$ cat config.mk
export PLATFORM = sky130hd
export DESIGN_NAME = multicycle_controller
export DESIGN_NICKNAME = d
export VERILOG_FILES = /design/src/rtl/multicycle_controller.sv
export SDC_FILE = /design/constraint.sdc
export NUM_CORES = 1
export LEC_CHECK = 0
export CAP_MARGIN = 20
export CORE_ASPECT_RATIO = 1.25
export CORE_MARGIN = 8
export CORE_UTILIZATION = 45
export CTS_BUF_LIST = sky130_fd_sc_hd__clkbuf_4 sky130_fd_sc_hd__clkbuf_8 sky130_fd_sc_hd__clkbuf_16
export CTS_CLUSTER_SIZE = 12
export DETAILED_ROUTE_END_ITERATION = 8
export GPL_TIMING_DRIVEN = 0
export PLACE_DENSITY = 0.85
export SYNTH_ARGS = -nofsm -noshare
export SYNTH_HDL_FRONTEND = slang
export SYNTH_SLANG_ARGS = --single-unit
$ cat constraint.sdc
create_clock -name clk -period 3.3 [get_ports clk]
set_input_delay 0.66 -clock clk [delete_from_list [all_inputs] [get_ports clk]]
set_output_delay 0.66 -clock clk [all_outputs]
set_load 0.01 [all_outputs]
$ cat src/rtl/multicycle_controller.sv
// Multicycle RV32I control FSM with a stallable memory handshake (mem_req/mem_ready).
// Define ILLEGAL_TRAP_EN to trap on illegal opcodes; otherwise they retire as NOPs.
module multicycle_controller (
    input  logic       clk,
    input  logic       rst_n,
    input  logic [6:0] op,
    input  logic [2:0] funct3,
    input  logic       Zero,
    input  logic       LT,
    input  logic       LTU,
    input  logic       mem_ready,
    output logic       mem_req,
    output logic       MemWrite,
    output logic       IRWrite,
    output logic       PCWrite,
    output logic       RegWrite,
    output logic       AdrSrc,
    output logic [1:0] ResultSrc,
    output logic [1:0] ALUSrcA,
    output logic [1:0] ALUSrcB,
    output logic [1:0] ALUOp,
    output logic [2:0] ImmSrc,
    output logic       retire,
    output logic       illegal_instr
);

    localparam logic [6:0] OpLoad   = 7'b0000011;
    localparam logic [6:0] OpStore  = 7'b0100011;
    localparam logic [6:0] OpR      = 7'b0110011;
    localparam logic [6:0] OpI      = 7'b0010011;
    localparam logic [6:0] OpLui    = 7'b0110111;
    localparam logic [6:0] OpAuipc  = 7'b0010111;
    localparam logic [6:0] OpBranch = 7'b1100011;
    localparam logic [6:0] OpJal    = 7'b1101111;
    localparam logic [6:0] OpJalr   = 7'b1100111;

    typedef enum logic [3:0] {
        StFetch, StDecode, StMemAdr, StMemRead, StMemWrite, StMemWb, StExecR,
        StExecI, StAluWb, StJalr, StJal, StUi, StBranch, StTrap
    } state_e;

    state_e state_q, state_d;
    logic   branch_taken;

    always_ff @(posedge clk or negedge rst_n) begin
        if (!rst_n) begin
            state_q <= StFetch;
        end else begin
            state_q <= state_d;
        end
    end

    always_comb begin
        unique case (op)
            OpStore:         ImmSrc = 3'b001;
            OpBranch:        ImmSrc = 3'b010;
            OpJal:           ImmSrc = 3'b011;
            OpLui, OpAuipc:  ImmSrc = 3'b100;
            default:         ImmSrc = 3'b000;
        endcase
    end

    always_comb begin
        case (funct3)
            3'b000:  branch_taken = Zero;
            3'b001:  branch_taken = ~Zero;
            3'b100:  branch_taken = LT;
            3'b101:  branch_taken = ~LT;
            3'b110:  branch_taken = LTU;
            3'b111:  branch_taken = ~LTU;
            default: branch_taken = 1'b0;
        endcase
    end

    always_comb begin
        state_d       = state_q;
        mem_req       = 1'b0;
        MemWrite      = 1'b0;
        IRWrite       = 1'b0;
        PCWrite       = 1'b0;
        RegWrite      = 1'b0;
        AdrSrc        = 1'b0;
        ResultSrc     = 2'b00;
        ALUSrcA       = 2'b00;
        ALUSrcB       = 2'b00;
        ALUOp         = 2'b00;
        retire        = 1'b0;
        illegal_instr = 1'b0;

        unique case (state_q)
            StFetch: begin
                mem_req = 1'b1;
                if (mem_ready) begin
                    // PC <= PC + 4 while the instruction register latches
                    IRWrite   = 1'b1;
                    PCWrite   = 1'b1;
                    ALUSrcB   = 2'b10;
                    ResultSrc = 2'b10;
                    state_d   = StDecode;
                end
            end
            StDecode: begin
                ALUSrcA = 2'b01;
                ALUSrcB = 2'b01;
                casez (op)
                    OpLoad, OpStore: state_d = StMemAdr;
                    OpR:             state_d = StExecR;
                    OpI:             state_d = StExecI;
                    7'b0?10111:      state_d = StUi;
                    OpBranch:        state_d = StBranch;
                    OpJal:           state_d = StJal;
                    OpJalr:          state_d = StJalr;
                    default: begin
`ifdef ILLEGAL_TRAP_EN
                        state_d = StTrap;
`else
                        retire  = 1'b1;
                        state_d = StFetch;
`endif
                    end
                endcase
            end
            StMemAdr: begin
                ALUSrcA = 2'b10;
                ALUSrcB = 2'b01;
                state_d = (op == OpLoad) ? StMemRead : StMemWrite;
            end
            StMemRead: begin
                mem_req = 1'b1;
                AdrSrc  = 1'b1;
                if (mem_ready) state_d = StMemWb;
            end
            StMemWrite: begin
                mem_req  = 1'b1;
                MemWrite = 1'b1;
                AdrSrc   = 1'b1;
                if (mem_ready) begin
                    retire  = 1'b1;
                    state_d = StFetch;
                end
            end
            StMemWb: begin
                ResultSrc = 2'b01;
                RegWrite  = 1'b1;
                retire    = 1'b1;
                state_d   = StFetch;
            end
            StExecR: begin
                ALUSrcA = 2'b10;
                ALUOp   = 2'b10;
                state_d = StAluWb;
            end
            StExecI: begin
                ALUSrcA = 2'b10;
                ALUSrcB = 2'b01;
                ALUOp   = 2'b10;
                state_d = StAluWb;
            end
            StAluWb: begin
                RegWrite = 1'b1;
                retire   = 1'b1;
                state_d  = StFetch;
            end
            StJalr: begin
                ALUSrcA = 2'b10;
                ALUSrcB = 2'b01;
                state_d = StJal;
            end
            StJal: begin
                // Link value OldPC + 4 computed here; PC takes the target from ALUOut
                ALUSrcA = 2'b01;
                ALUSrcB = 2'b10;
                PCWrite = 1'b1;
                state_d = StAluWb;
            end
            StUi: begin
                RegWrite  = 1'b1;
                ResultSrc = (op == OpLui) ? 2'b11 : 2'b00;
                retire    = 1'b1;
                state_d   = StFetch;
            end
            StBranch: begin
                ALUSrcA = 2'b10;
                ALUOp   = 2'b01;
                PCWrite = branch_taken;
                retire  = 1'b1;
                state_d = StFetch;
            end
            StTrap: begin
`ifdef ILLEGAL_TRAP_EN
                illegal_instr = 1'b1;
`endif
                state_d = StTrap;
            end
            default: state_d = StFetch;
        endcase

        // Reset kills every strobe immediately, even before the clocked state clears
        if (!rst_n) begin
            mem_req       = 1'b0;
            MemWrite      = 1'b0;
            IRWrite       = 1'b0;
            PCWrite       = 1'b0;
            RegWrite      = 1'b0;
            AdrSrc        = 1'b0;
            ResultSrc     = 2'b00;
            ALUSrcA       = 2'b00;
            ALUSrcB       = 2'b00;
            ALUOp         = 2'b00;
            retire        = 1'b0;
            illegal_instr = 1'b0;
        end
    end

endmodule

Word level (Yosys, flattened, before mapping) --
Index checks and enable logic that the tools add are counted.
Storage, ports and cells: register bits 4, input port bits 16, output and inout bits 19, word-level logic and storage cells 84
Cells by class: equality and inequality tests 31, muxes and demuxes 34, bitwise logic cells 3, reduce and logical (&&, ||, !) cells 15
Operator list (count):
- $pmux 4 s8 | 1
- $pmux 4 s7 | 1
- $eq 4x4->1 const B | 6
- $eq 7x6->1 const B | 3
- $eq 7x7->1 const B | 3
- $eq 4x3->1 const B | 4
- $eq 7x5->1 const B | 2
- $mux 1 | 14
- $eq 3x3->1 const B | 4
- $mux 2 | 6
- $mux 4 | 3
- $pmux 2 s3 | 2
- $pmux 3 s4 | 1
- $reduce_or 2->1 | 5
- $reduce_or 3->1 | 3
- $eq 4x2->1 const B | 2
- $pmux 2 s2 | 2
- $reduce_or 4->1 | 2
- $reduce_or 8->1 | 1
- $eq 7x2->1 const B | 1
- $eq 6x5->1 const B | 1
- $ne 2x2->1 const B | 3
- $pmux 1 s3 | 2
- $pmux 1 s6 | 1
- other kinds (8) | 10

Logic depth before layout (Yosys ltp) --
Gate-level depths: netlist (run 1).
word-level depth 5, depth in mapped cells 6, gate-level depth less buffers 4

Worst setup path after synthesis (run 1) --
Ideal clock, no wire load.
path kind input port to output port, from in op[6], to out ResultSrc[0], data arrival time 1706 ps, data required time 2640 ps, slack 934 ps, stages on the path 5, path buffers 1, cell sequence clkbuf_1 -> nand3b_1 -> nor3_1 -> nand4_1 -> a21oi_1
On the way: cells in the longest elaborated chain, start to end 4
Ends and longest elaborated chain:
- start, declared | RTL line 6 | input logic [6:0] op,
- $eq 7x6->1 | RTL line 178 | ResultSrc = (op == OpLui) ? 2'b11 : 2'b00;
- $mux 2 | RTL line 178
- $pmux 2 s3 | RTL line 90 | unique case (state_q)
- $mux 2 | RTL line 199 | if (!rst_n) begin
- end, declared | RTL line 18 | output logic [1:0] ResultSrc,
No other way between the ends.

Final worst setup path (run 1) --
from in mem_ready, to out PCWrite
On the way: cells in the longest elaborated chain, start to end 3
Ends and longest elaborated chain:
- start, declared | RTL line 11 | input logic mem_ready,
- $mux 1 | RTL line 93 | if (mem_ready) begin
- $pmux 1 s3 | RTL line 90
- $mux 1 | RTL line 199
- end, declared | RTL line 15 | output logic PCWrite,
No other way between the ends.

==> results of run 1 <==
-- cell type report --
class | count | share of cell area
Tap cell | 19 | 0.0201
Clock buffer | 3 | 0.0191
Inverter | 5 | 0.0159
Sequential cell | 4 | 0.0848
Timing Repair Buffer | 32 | 0.274
Multi-Input combinational cell | 104 | 0.540
Buffer | 10 | 0.0467
-- power by group --
part / internal, mW / switching, mW
Sequential: 0.0543 / 0.00619
Combinational: 0.0886 / 0.102
Clock: 0.0409 / 0.0231
Total: 0.184 / 0.131
-- worst register-to-register path, stage by stage, from the launching register on --
cell and delay [ns]:
dfrtp_1 0.43, clkbuf_1 0.35, nor2b_1 0.40, a22oi_1 0.15, o31a_1 0.14, nand2_1 0.06
-- metal layers --
metal / share of wire / routed length [um] / vias up
met5: 0 / 0 / -
met4: 0.018 / 49 / 0
met3: 0.081 / 218 / 9
met2: 0.51 / 1360 / 49
met1: 0.39 / 1060 / 481
li1: - / - / 512
-- metrics by stage --
stage,instances,hold WS (ns),power (mW),cell area (um2)
detailed placement,174,0.788,0.249,1140
finish,177,0.692,0.315,1180
global route,177,0.708,0.337,1180
global placement,174,0.775,0.243,1140
CTS,177,0.697,0.314,1160
floorplan,123,0.364,0.170,797
-- cells in the final DEF, fill, tap and decap left out, drive strengths merged, types with 2 or more instances in the layout --
cell type      instances
mux2i                  2
nand3b                 2
buf                    4
nand2b                 6
nor2b                  5
dlymetal6s2s           2
dfrtp                  4
inv                    5
dlygate4sd2            2
a211oi                 3
nor3                   5
clkdlybuf4s50         28
a22oi                  2
nand2                 11
a21oi                  6
xnor2                  2
and3                   3
or3b                   2
o211ai                 2
nand3                  4
o21ai                  6
clkbuf                 9
nor2                  19
nor4                   2
-- kinds of logic after synthesis --
kind of cell / share of synthesized area
AND/OR/NAND/NOR: 0.436
XOR/XNOR: 0.0330
flip-flops: 0.126
AO/OA/AOI/OAI: 0.289
multiplexers: 0.0251
other: 0.00471
buffers and inverters: 0.0863
-- worst max-delay path by stage --
stage	startpoint	to	slack, ns	cells past startpoint
2_1_floorplan	op[6]	ResultSrc[0]	0.93	5
3_3_place_gp	mem_ready	PCWrite	-0.15	6
3_5_place_dp	mem_ready	PCWrite	-0.18	6
4_1_cts	op[6]	retire	0.0007	7
5_1_grt	mem_ready	PCWrite	0.04	6
6_report	mem_ready	PCWrite	0.13	6
==> flow_summary.json, run 1 <==
{
  "power_density_mw_per_mm2": 267,
  "cts_tree": "built",
  "crit_family": "buffers and inverters",
  "r2r-start": "state_q[0]",
  "grt_overflow": 0,
  "hold_buffers": 0,
  "drc": 0,
  "finalSetupViolCount": 0,
  "critPathRequiredTime_ns": 2.64,
  "timing.rr.end": "state_q[3]",
  "ys_ff_latch": 4,
  "chipWidth_um": 53.6,
  "port_buffers": 32,
  "row_count": 17,
  "totalWireLength_um": 2680,
  "crit_path_top_delay_cell": "clkdlybuf4s50_1",
  "place_ws_ns": -0.175,
  "route.antenna.remaining_nets": 0,
  "crit_arrival_ns": 2.51,
  "post-route-util": 0.685,
  "hp-class": "input port to async pin",
  "viasPerCell": 5.94,
  "grt_use_total": 0.155,
  "yosysTopAreaCell": "dfrtp_1",
  "hpwl_um": 2100,
  "clock_latency_ns": 0.24,
  "max_stage_delay_ns": 0.59,
  "async_flop_share": 1.00,
  "routabilityCongestion": 0.927,
  "reg_top3": "state_q (4)",
  "worstSetupStartpointType": "input port",
  "syn_avg_cell_area_um2": 6.48,
  "antenna_found_initial": 0,
  "wire_per_inst_um": 15.2,
  "firstDrtPassIters": 4,
  "cap_viol_max_count": 0,
  "synth_edf_count": 0,
  "yosysMostFrequentCell": "nor2_1",
  "drt_iter0_drc": 26,
  "largest_register_ffs": 4,
  "use_met2": 0.272,
  "ys_top_cells_by_count": "nor2_1, nand2_1, clkbuf_1",
  "ys_warn_count": 0,
  "top_usage_layer": "met2",
  "reg2reg_depth": 5,
  "clockRootBuffer": "clkbuf_4",
  "layout_worst_path_cycle_share": 0.960,
  "ys_top_cells_by_area": "dfrtp_1, nor2_1, nand2_1, nand2b_1, nor2b_1",
  "top_register": "state_q",
  "clk_pin_slew_ns": 0.04,
  "leakage_nw": 0.502,
  "yosysTopAreaCellShare": 0.126,
  "die-area_mm2": 0.00338,
  "ys_types": 48,
  "syn_area_um2": 797,
  "cp_max_fo": 7,
  "areaGrowthSynthToFinish_pct": 48.0,
  "crit_chain": "dlygate4sd2_1 > or3b_1 > a21oi_2 > a211oi_1 > nor4_1 > clkdlybuf4s50_1",
  "seq_area_um2": 100,
  "ir_drop_v": 0.000255,
  "cts.path.max_buffers": 2,
  "grt_pass1_wl_um": 4280,
  "synthCells": 123,
  "end_kind": "primary output",
  "grt_util_met1": 0.166,
  "antenna_cells": 0,
  "post_cts_buffers": 0,
  "cts_resized": 4,
  "initial_core_util": 0.463,
  "drive_above_1_share": 0.101,
  "grtUsageMet3": 0.0376,
  "fmax_ghz": 0.316,
  "period_minus_slack_ns": 3.17,
  "pin_count": 35,
  "path_buf_inv": 2,
  "grt_pass1_vias": 1053,
  "htree_levels": 1,
  "tns_ns": 0,
  "cts_made_buffers": 3,
  "rrSetupSlack_ns": 1.70,
  "synth_nets": 139,
  "finalHoldViolCount": 0,
  "vias": 1051,
  "status": "complete, no violations",
  "worstSetupPathType": "input port to primary output",
  "layout.nets": 176,
  "die_h_um": 63.1,
  "clkSinkCount": 4,
  "multi_input_area_um2": 637,
  "rsz0062_at_grt": "false",
  "core_area_mm2": 0.00172,
  "synth_top_flop_cell": "dfrtp_1",
  "synth_seq_area_share": 0.126,
  "setup_slack_ns": 0.133,
  "drv_slew": 0,
  "skew_ns": 0.00159,
  "filler_cell_count": 168,
  "grt_max_degree": 11
}
Note: power is estimated with default switching activity, not from simulation.
==> run 2: changes to the inputs <==
- ABC_AREA: unset -> 1
- CORE_UTILIZATION: 45 -> 44
==> run 2 against run 1 <==
- worst setup slack better by 0.066 ns
- critical path type unchanged
- worst hold slack got worse by 0.014 ns
- sequential power is 24% higher
- global-route usage shrank 0.70 points
- final cell count is 14% higher
- clock skew up 0.00095 ns
- maximum frequency rose by 2.1%
- largest cell class unchanged
- via count shrank 1.2%
- clock-buffer cell count stayed put
- final area is 4.3% lower
==> flow_summary.json, run 2 <==
{
  "layout_commonest_cell": "nand2_1",
  "cts.path.max_buffers": 2,
  "rsz0062_at_grt": "false",
  "core_area_mm2": 0.00158,
  "r2r-start": "state_q[2]",
  "drt_iter0_drc": 24,
  "crit_arrival_ns": 2.44,
  "wire_per_inst_um": 11.6,
  "worstSetupStartpointType": "input port",
  "clock_latency_ns": 0.23,
  "route.antenna.remaining_nets": 0,
  "rrSetupSlack_ns": 2.01,
  "grtUsageMet3": 0.0381,
  "async_flop_share": 1.00,
  "timing.rr.end": "state_q[2]",
  "tns_ns": 0,
  "drv_slew": 0,
  "row_count": 16,
  "yosysTopAreaCellShare": 0.204,
  "finalSetupViolCount": 0,
  "initial_core_util": 0.476,
  "grt_pass1_wl_um": 4040,
  "antenna_cells": 0,
  "post_cts_buffers": 0,
  "critPathRequiredTime_ns": 2.64,
  "cts_made_buffers": 3,
  "synth_seq_area_share": 0.133,
  "die-area_mm2": 0.00330,
  "syn_area_um2": 753,
  "die_h_um": 62.3,
  "viasPerCell": 5.16,
  "synth_nets": 163,
  "hp-class": "input port to async pin",
  "hold_buffers": 0,
  "synth_top_flop_cell": "dfrtp_1",
  "antenna_found_initial": 0,
  "synth_edf_count": 0,
  "cts_tree": "built",
  "yosysMostFrequentCell": "nand2_1",
  "ys_ff_latch": 4,
  "totalWireLength_um": 2330,
  "finalHoldViolCount": 0,
  "yosysTopAreaCell": "nand2_1",
  "vias": 1038,
  "ys_top_cells_by_count": "nand2_1, inv_1, nor2_1",
  "layout.nets": 201,
  "reg2reg_depth": 8,
  "p_comb_frac": 0.690,
  "p_int_uw": 231,
  "ir_drop_v": 0.000255,
  "grt_pass1_vias": 1015,
  "largest_register_ffs": 4,
  "areaGrowthSynthToFinish_pct": 49.8,
  "grt_use_total": 0.148,
  "top_register": "state_q",
  "clk_pin_slew_ns": 0.04,
  "chipWidth_um": 53.0,
  "place_ws_ns": 0.199,
  "layout_worst_path_cycle_share": 0.940,
  "ys_warn_count": 0,
  "drive_above_1_share": 0.137,
  "use_met2": 0.268,
  "worstSetupPathType": "input port to primary output",
  "power_frac_seq": 0.174,
  "grt_overflow": 0,
  "status": "complete, no violations",
  "fmax_ghz": 0.322,
  "end_kind": "primary output",
  "skew_ns": 0.00254,
  "drc": 0,
  "firstDrtPassIters": 4,
  "synthCells": 147,
  "routabilityCongestion": 0.913,
  "ys_types": 22,
  "cap_viol_max_count": 0,
  "cp_max_fo": 4,
  "reg_top3": "state_q (4)",
  "p_clk_frac": 0.136,
  "htree_levels": 1,
  "cts_resized": 0,
  "most-common-layout-cells": "nand2_1, clkdlybuf4s50_1, inv_1",
  "clkSinkCount": 4,
  "grt_util_met1": 0.148,
  "period_minus_slack_ns": 3.10,
  "switching_share": 0.466,
  "port_buffers": 33,
  "power_density_mw_per_mm2": 384,
  "hpwl_um": 2020,
  "pin_count": 35,
  "top_usage_layer": "met2",
  "p_switching_uw": 202,
  "setup_slack_ns": 0.199,
  "filler_cell_count": 160,
  "syn_avg_cell_area_um2": 5.12,
  "ys_top_cells_by_area": "nand2_1, dfrtp_1, inv_1, nand3_1, nor2_1",
  "leakage_nw": 0.574,
  "clockRootBuffer": "clkbuf_4",
  "grt_max_degree": 11
}
[run 2: changes by cell type in the layout (fill, tap and decap cells not counted), sizes merged, moves of 6 or more]
cell | before | now
nand2b | 6 | 0
nand2 | 11 | 45
nand3 | 4 | 13
inv | 5 | 30
[run 2: critical path: stages]
cell	delay, ns
clkdlybuf4s50_1	0.53
inv_2	0.08
nand3_2	0.11
inv_2	0.05
nand2_2	0.08
nand2_1	0.06
nor2_1	0.09
nand3_1	0.08
a21oi_1	0.14
clkdlybuf4s50_1	0.56
[run 2: area by class of cell]
class / count / area (um2) / share of cell area
inverters: 30 / 113 / 0.0998
repair buffers: 33 / 330 / 0.293
clock buffers: 3 / 22.5 / 0.0200
plain buffers: 2 / 11.3 / 0.00998
flip-flops and latches: 4 / 100 / 0.0887
well taps: 18 / 22.5 / 0.0200
multi-input cells: 111 / 529 / 0.469
[run 2: power by group through the flow]
stage          clock (mW)  sequential [mW]  combinational [mW]
6_report           0.0589           0.0753               0.299
2_1_floorplan           0           0.0733               0.177
5_1_grt            0.0683           0.0778               0.331
3_3_place_gp            0           0.0753               0.291
3_5_place_dp            0           0.0760               0.295
4_1_cts            0.0604           0.0753               0.297
[run 2: worst max-delay path by stage]
stage               slack, ns      endpoint   from  cells after the start
floorplan                1.29  ResultSrc[0]  op[1]                      6
global placement         0.20        retire  rst_n                      5
detailed placement       0.20        retire  op[4]                     10
CTS                      0.19        retire  op[4]                     10
global route             0.04        retire  op[4]                     10
finish                   0.20        retire  op[4]                     10
[run 2: logic make-up after synthesis]
group	share of synthesized area
simple gates	0.532
buf+inv	0.164
other cells	0.00498
flops	0.133
compound gates	0.166
[run 2: stage by stage]
step / total power [mW] / instance area, um2 / hold WS, ns / cells / utilization
final: 0.433 / 1130 / 0.679 / 201 / 0.714
after global routing: 0.477 / 1130 / 0.681 / 201 / 0.714
after CTS: 0.433 / 1130 / 0.684 / 201 / 0.714
after detailed placement: 0.371 / 1110 / 0.701 / 198 / 0.699
after global placement: 0.367 / 1110 / 0.677 / 198 / 0.699
after floorplan: 0.251 / 753 / 0.364 / 147 / -
[run 2: metal layers]
| metal | vias up | part of all wire |
|---|---|---|
| met3 | 2 | 0.099 |
| met4 | 0 | 0.0051 |
| met2 | 44 | 0.53 |
| met5 | - | 0 |
| li1 | 535 | - |
| met1 | 457 | 0.36 |
